[src/rtl/bcd_addsub_seq_if.sv]
// Operand/result bundle for the digit-serial BCD adder/subtractor.
// Latency: n/a (wires only).
// Backpressure: in_valid/in_ready on the operand side, out_valid/out_ready on the result side.
interface bcd_addsub_seq_if #(
    parameter int DIGITS = 4
) ();
    logic                  in_valid;
    logic                  in_ready;
    logic [4*DIGITS-1:0]   a;
    logic [4*DIGITS-1:0]   b;
    logic                  sub;
    logic                  out_valid;
    logic                  out_ready;
    logic [4*DIGITS-1:0]   result;
    logic                  cout;
    logic                  neg;
    logic                  err;

    // Producer of operands / consumer of results.
    modport master (
        output in_valid, a, b, sub, out_ready,
        input  in_ready, out_valid, result, cout, neg, err
    );

    // The arithmetic block itself.
    modport slave (
        input  in_valid, a, b, sub, out_ready,
        output in_ready, out_valid, result, cout, neg, err
    );
endinterface

[src/rtl/bcd_addsub_seq.sv]
// Digit-serial packed-BCD add/sub, one digit per clock LSD first; sub returns sign+magnitude.
// Latency: DIGITS cycles from acceptance to out_valid (2*DIGITS for a negative difference).
// Backpressure: one operation in flight; result held in DONE until out_ready, in_ready low while busy.
module bcd_addsub_seq #(
    parameter int DIGITS = 4
) (
    input  logic             clk,
    input  logic             rst,
    bcd_addsub_seq_if.slave  bus
);
    localparam int W  = 4 * DIGITS;
    localparam int CW = (DIGITS > 1) ? $clog2(DIGITS) : 1;
    localparam logic [CW-1:0] LAST = CW'(DIGITS - 1);

    typedef enum logic [1:0] {IDLE, ADD, FIX, DONE} state_t;

    state_t          state_q, state_d;
    logic [W-1:0]    a_q, a_d, b_q, b_d;
    logic [W-1:0]    work_q, work_d;
    logic [W-1:0]    res_q, res_d;
    logic            sub_q, sub_d, bad_q, bad_d, carry_q, carry_d;
    logic            cout_q, cout_d, neg_q, neg_d, err_q, err_d;
    logic [CW-1:0]   cnt_q, cnt_d;

    logic [3:0]      dig_x, dig_y, dig_sum;
    logic [4:0]      dig_raw;
    logic            dig_c;
    logic            in_bad;

    // Flag any non-decimal digit on the operands being offered.
    always_comb begin
        in_bad = 1'b0;
        for (int i = 0; i < DIGITS; i++) begin
            if (bus.a[i*4 +: 4] > 4'd9 || bus.b[i*4 +: 4] > 4'd9) begin
                in_bad = 1'b1;
            end
        end
    end

    // Shared one-digit BCD adder: ADD uses a + b (or 9's complement of b), FIX uses 9's complement of the partial result.
    always_comb begin
        dig_x = a_q[cnt_q*4 +: 4];
        dig_y = sub_q ? (4'd9 - b_q[cnt_q*4 +: 4]) : b_q[cnt_q*4 +: 4];
        if (state_q == FIX) begin
            dig_x = 4'd9 - work_q[cnt_q*4 +: 4];
            dig_y = 4'd0;
        end
        dig_raw = {1'b0, dig_x} + {1'b0, dig_y} + {4'd0, carry_q};
        dig_c   = (dig_raw > 5'd9);
        dig_sum = dig_c ? (dig_raw[3:0] + 4'd6) : dig_raw[3:0];
    end

    // Next-state and datapath update; published result/flags change only on acceptance and on entry to DONE.
    always_comb begin
        state_d = state_q;
        a_d     = a_q;
        b_d     = b_q;
        sub_d   = sub_q;
        bad_d   = bad_q;
        carry_d = carry_q;
        cnt_d   = cnt_q;
        work_d  = work_q;
        res_d   = res_q;
        cout_d  = cout_q;
        neg_d   = neg_q;
        err_d   = err_q;

        case (state_q)
            IDLE: begin
                if (bus.in_valid) begin
                    a_d     = bus.a;
                    b_d     = bus.b;
                    sub_d   = bus.sub;
                    bad_d   = in_bad;
                    carry_d = bus.sub;
                    cnt_d   = '0;
                    work_d  = '0;
                    res_d   = '0;
                    cout_d  = 1'b0;
                    neg_d   = 1'b0;
                    err_d   = 1'b0;
                    state_d = ADD;
                end
            end
            ADD: begin
                // Invalid operands still walk the counter so latency is data-independent.
                if (!bad_q) begin
                    for (int i = 0; i < DIGITS; i++) begin
                        if (cnt_q == CW'(i)) begin
                            work_d[i*4 +: 4] = dig_sum;
                        end
                    end
                    carry_d = dig_c;
                end
                if (cnt_q == LAST) begin
                    if (bad_q) begin
                        err_d   = 1'b1;
                        state_d = DONE;
                    end else if (!sub_q) begin
                        res_d   = work_d;
                        cout_d  = dig_c;
                        state_d = DONE;
                    end else if (dig_c) begin
                        // End carry out of ten's complement means a >= b.
                        res_d   = work_d;
                        state_d = DONE;
                    end else begin
                        cnt_d   = '0;
                        carry_d = 1'b1;
                        state_d = FIX;
                    end
                end else begin
                    cnt_d = cnt_q + 1'b1;
                end
            end
            FIX: begin
                // Re-complement the intermediate: 10^DIGITS - r gives the magnitude.
                for (int i = 0; i < DIGITS; i++) begin
                    if (cnt_q == CW'(i)) begin
                        work_d[i*4 +: 4] = dig_sum;
                    end
                end
                carry_d = dig_c;
                if (cnt_q == LAST) begin
                    res_d   = work_d;
                    neg_d   = 1'b1;
                    state_d = DONE;
                end else begin
                    cnt_d = cnt_q + 1'b1;
                end
            end
            DONE: begin
                if (bus.out_ready) begin
                    state_d = IDLE;
                end
            end
            default: state_d = IDLE;
        endcase
    end

    // State and datapath registers with synchronous reset.
    always_ff @(posedge clk) begin
        if (rst) begin
            state_q <= IDLE;
            a_q     <= '0;
            b_q     <= '0;
            sub_q   <= 1'b0;
            bad_q   <= 1'b0;
            carry_q <= 1'b0;
            cnt_q   <= '0;
            work_q  <= '0;
            res_q   <= '0;
            cout_q  <= 1'b0;
            neg_q   <= 1'b0;
            err_q   <= 1'b0;
        end else begin
            state_q <= state_d;
            a_q     <= a_d;
            b_q     <= b_d;
            sub_q   <= sub_d;
            bad_q   <= bad_d;
            carry_q <= carry_d;
            cnt_q   <= cnt_d;
            work_q  <= work_d;
            res_q   <= res_d;
            cout_q  <= cout_d;
            neg_q   <= neg_d;
            err_q   <= err_d;
        end
    end

    assign bus.in_ready  = (state_q == IDLE);
    assign bus.out_valid = (state_q == DONE);
    assign bus.result    = res_q;
    assign bus.cout      = cout_q;
    assign bus.neg       = neg_q;
    assign bus.err       = err_q;
endmodule

[src/flat_wrapper.sv]
// flat-port wrapper written by rule: the top's interface ports become plain ports
module bcd_addsub_seq_flat 
#(
    parameter int DIGITS = 4
)
  (clk, rst, bus_in_valid, bus_a, bus_b, bus_sub, bus_out_ready, bus_in_ready, bus_out_valid, bus_result, bus_cout, bus_neg, bus_err);
  bcd_addsub_seq_if #(.DIGITS(DIGITS)) bus_i ();
  input  logic clk;
  input  logic rst;
  input wire logic [$bits(bus_i.in_valid)-1:0] bus_in_valid;
  input wire logic [$bits(bus_i.a)-1:0] bus_a;
  input wire logic [$bits(bus_i.b)-1:0] bus_b;
  input wire logic [$bits(bus_i.sub)-1:0] bus_sub;
  input wire logic [$bits(bus_i.out_ready)-1:0] bus_out_ready;
  output wire logic [$bits(bus_i.in_ready)-1:0] bus_in_ready;
  output wire logic [$bits(bus_i.out_valid)-1:0] bus_out_valid;
  output wire logic [$bits(bus_i.result)-1:0] bus_result;
  output wire logic [$bits(bus_i.cout)-1:0] bus_cout;
  output wire logic [$bits(bus_i.neg)-1:0] bus_neg;
  output wire logic [$bits(bus_i.err)-1:0] bus_err;
  assign bus_i.in_valid = bus_in_valid;
  assign bus_i.a = bus_a;
  assign bus_i.b = bus_b;
  assign bus_i.sub = bus_sub;
  assign bus_i.out_ready = bus_out_ready;
  assign bus_in_ready = bus_i.in_ready;
  assign bus_out_valid = bus_i.out_valid;
  assign bus_result = bus_i.result;
  assign bus_cout = bus_i.cout;
  assign bus_neg = bus_i.neg;
  assign bus_err = bus_i.err;
  bcd_addsub_seq #(.DIGITS(DIGITS)) u_core (.clk(clk), .rst(rst), .bus(bus_i));
endmodule
[config.mk]
export PLATFORM = sky130hd
export DESIGN_NAME = bcd_addsub_seq_flat
export DESIGN_NICKNAME = d
export VERILOG_FILES = /design/src/rtl/bcd_addsub_seq_if.sv /design/src/rtl/bcd_addsub_seq.sv /design/src/flat_wrapper.sv
export SDC_FILE = /design/constraint.sdc
export NUM_CORES = 1
export LEC_CHECK = 0
export CORE_AREA = 4 4 106 108
export CTS_CLUSTER_DIAMETER = 40
export DETAILED_ROUTE_END_ITERATION = 8
export DIE_AREA = 0 0 110 112
export PLACE_DENSITY = 0.58
export SETUP_SLACK_MARGIN = 0.02
export SLEW_MARGIN = 15
export SYNTH_ARGS = -nofsm -noshare
export SYNTH_HDL_FRONTEND = slang
export SYNTH_SLANG_ARGS = --single-unit
[constraint.sdc]
create_clock -name clk -period 5.1 [get_ports clk]
set_input_delay 0.765 -clock clk [delete_from_list [all_inputs] [get_ports clk]]
set_output_delay 0.765 -clock clk [all_outputs]
set_load 0.01 [all_outputs]
==> impl_results.md <==
- Max_cap viols: 0
- Kind of start point of the critical path: flop
- Initial antenna violation count: 0
- # hold bufs at CTS: 0
- Post-route ant nets: 0
- Synthesized flop and latch total: 74
- Layout Nets: 597
- Row Count: 37
- DRC Markers: 0
- Global Route Usage Sum: 18.75%
- H-tree depth: 3
- Clock Sinks: 74
- Via count: 3759
- Metal2 WL: 5288 um
- Cell taking the most area after synthesis: dfxtp_1
- CTS buffer count: 9
- Area contributors post-synth: dfxtp_1 37%, nand2_1 11%, a21oi_1 7.2%
- Ant. Diodes: 0
- Peak Freq: 227.2 MHz
- Endpoints failing setup: 0
- Pre-Repair DR Iteration Count: 4
- Yosys warns: 0
- FF+latch area: 1481 um^2
- Filler cell count in the final layout: 1032
- Highest routed layer: met4
- Share of the yosys chip area belonging to registers: 36.83%
- Area Growth Syn to Fin: 21.71%
- Worst path required time: 5.38 ns
- Final Util: 47.85%
- Async SR Flop Fraction: 0%
- Post-synth top area share: 36.83%
- Worst-Margin Slew: 0.7676 ns
- Drt wl/cell: 16.32 um
- Pin count of the biggest net entering global routing: 73
- Power Density: 493.2 nW/um^2
- Cells after Synth: 501
- Chip Width: 110 um
- HPWL Detailed: 8193 um
- RSZ-0062 raised after global routing: no
- Vias in the first global route: 3599
- Total Power: 2415 uW
- Syn Area/Cell: 8.029 um^2
- Fraction of layout cells with a size suffix above 1: 8.212%
- Layout Cells excl Fill: 684
- Most frequent cell after synthesis: nand2_1
- Clock root buffer: clkbuf_8
- CP arrival: 4.68 ns
- Clk buf depth: 2
- Fin crit share: 86.29%
- Fin crit period: 4.401 ns
- Overflow after GRT: 0
- Fin. Hold Viols: 0
- Maximum vdd drop: 0.2216 mV
- Initial core utilization: 39.32%
- Setup Skew: 0.01068 ns
- Design Area, Final: 4896 um^2
- Hold Path Class: reg -> reg
- Worst Setup End Kind: flop
- Post-Syn Nets: 554
- Yosys cell types: 46
- Number of enable flip-flop cells after synthesis: 0
- Status: finished, final reports clean
- Multi-input logic area: 2322 um^2
- Drt initial violations: 171
- Met3 WL: 661 um
- Post-CTS setup buffers: 0
- Max-slew violations: 0
- Global-route wire length before repair: 18320 um
- IO Port Bufs: 57
- Rel. slew slack: 48.83%
- Top Ports: 58
- Die area: 12320 um^2
- M1 WL: 5044 um
- CTS tree: yes
- Post-synth top cells: 117 x nand2_1, 74 x dfxtp_1, 58 x a21oi_1
- Kind of critical path: reg -> reg
- Die height: 112 um
- CTS resizes: 0
- DP Cell Count: 669
- Top FF cell, synth: dfxtp_1
- Syn Std Cell Area: 4023 um^2
- Setup TNS: 0 ns
- Clk_lat worst skew: 0.35 ns
- Area of the core: 10230 um^2
- Routed wire length: 11160 um
- Leak pwr: 0.001726 uW
- Placed Area: 4682 um^2
- GPL Wtd Cong: 0.9744
- CP Max Fanout: 10
- Via density per instance: 5.496
- CTS clk-pin slew, worst paths: 0.08 ns
per-stage QoR:
step | hold WS, ns | setup slack (ns)
after floorplan | 0.4288 | 1.011
after global placement | 0.4400 | 0.8906
after detailed placement | 0.4452 | 0.6981
after CTS | 0.4570 | 0.6750
after global routing | 0.4787 | 0.2821
final | 0.4547 | 0.6993
cell usage in the layout (no fill, tap or decap), drive strengths merged, types with 3 or more instances in the layout:
cell type / count
a211oi: 4
a21o: 5
a21oi: 58
a22oi: 10
a311oi: 6
a31oi: 5
a32o: 3
buf: 10
clkbuf: 9
clkdlybuf4s50: 56
dfxtp: 74
ha: 14
inv: 21
mux2i: 7
mux4: 12
nand2: 117
nand2b: 6
nand3: 12
nand3b: 4
nand4: 11
nor2: 29
nor2b: 5
nor3: 5
o211ai: 5
o21a: 4
o21ai: 27
o22ai: 7
worst max-delay path, cell delays in order (launching register included):
cell	delay [ns]
dfxtp_1	0.68
mux4_2	0.58
xor2_1	0.15
nand2_1	0.11
fa_1	0.24
inv_1	0.07
fa_1	0.40
xnor2_1	0.39
ha_1	0.25
nand2_1	0.08
a21boi_1	0.15
a31oi_4	0.41
mux2i_2	0.49
nand4_1	0.15
a21oi_1	0.17
worst paths after layout:
path / start / endpoint / slack (ns) / cells after the start
min reg2reg: u_core.b_q[1]$_SDFFE_PP0P_ / u_core.b_q[1]$_SDFFE_PP0P_ / 0.45 / 2
max reg2reg: u_core.cnt_q[0]$_SDFFE_PP0P_ / u_core.work_q[14]$_SDFFE_PP0P_ / 0.70 / 14
min: u_core.b_q[1]$_SDFFE_PP0P_ / u_core.b_q[1]$_SDFFE_PP0P_ / 0.45 / 2
max: u_core.cnt_q[0]$_SDFFE_PP0P_ / u_core.work_q[14]$_SDFFE_PP0P_ / 0.70 / 14
flip-flops by register name, summed over array words and instances, names as in the netlist:
name               flops
u_core.cnt_q           2
u_core.bad_q           1
u_core.bus.cout        1
u_core.bus.result     16
u_core.state_q         2
u_core.b_q            16
u_core.sub_q           1
u_core.bus.err         1
u_core.bus.neg         1
u_core.a_q            16
u_core.carry_q         1
u_core.work_q         16
area by class of cell:
cell class	count	share of cell area (%)
multi-input combinational	373	47.43
sequential	74	30.26
timing repair buffer	66	12.93
tap	136	3.476
clock buffer	9	2.530
clock inverter	6	1.840
inverter	20	1.533
where the power goes:
group | leakage (uW) | internal, uW | switching (uW)
sequential | 0.000603 | 657 | 60.3
combinational | 0.00102 | 408 | 785
clock | 0.000106 | 275 | 230
routing by layer:
metal | vias to the layer above | track usage (%)
met2 | 112 | 29.89
met3 | 12 | 3.768
li1 | 1852 | -
met4 | 0 | 5.902
met5 | - | 0
met1 | 1783 | 25.30
cells by family (layout without fill, tap and decap cells):
| group | count (synthesis) | after routing | synth area share, % |
|---|---|---|---|
| compound gates | 141 | 141 | 22.24 |
| flops | 74 | 74 | 36.83 |
| simple gates | 193 | 193 | 20.72 |
| xor+xnor | 4 | 4 | 0.8711 |
| mux | 19 | 19 | 8.554 |
| buf+inv | 54 | 101 | 5.443 |
| fa+ha+maj | 16 | 16 | 5.350 |
No activity file was read; power rests on OpenSTA's default activity.
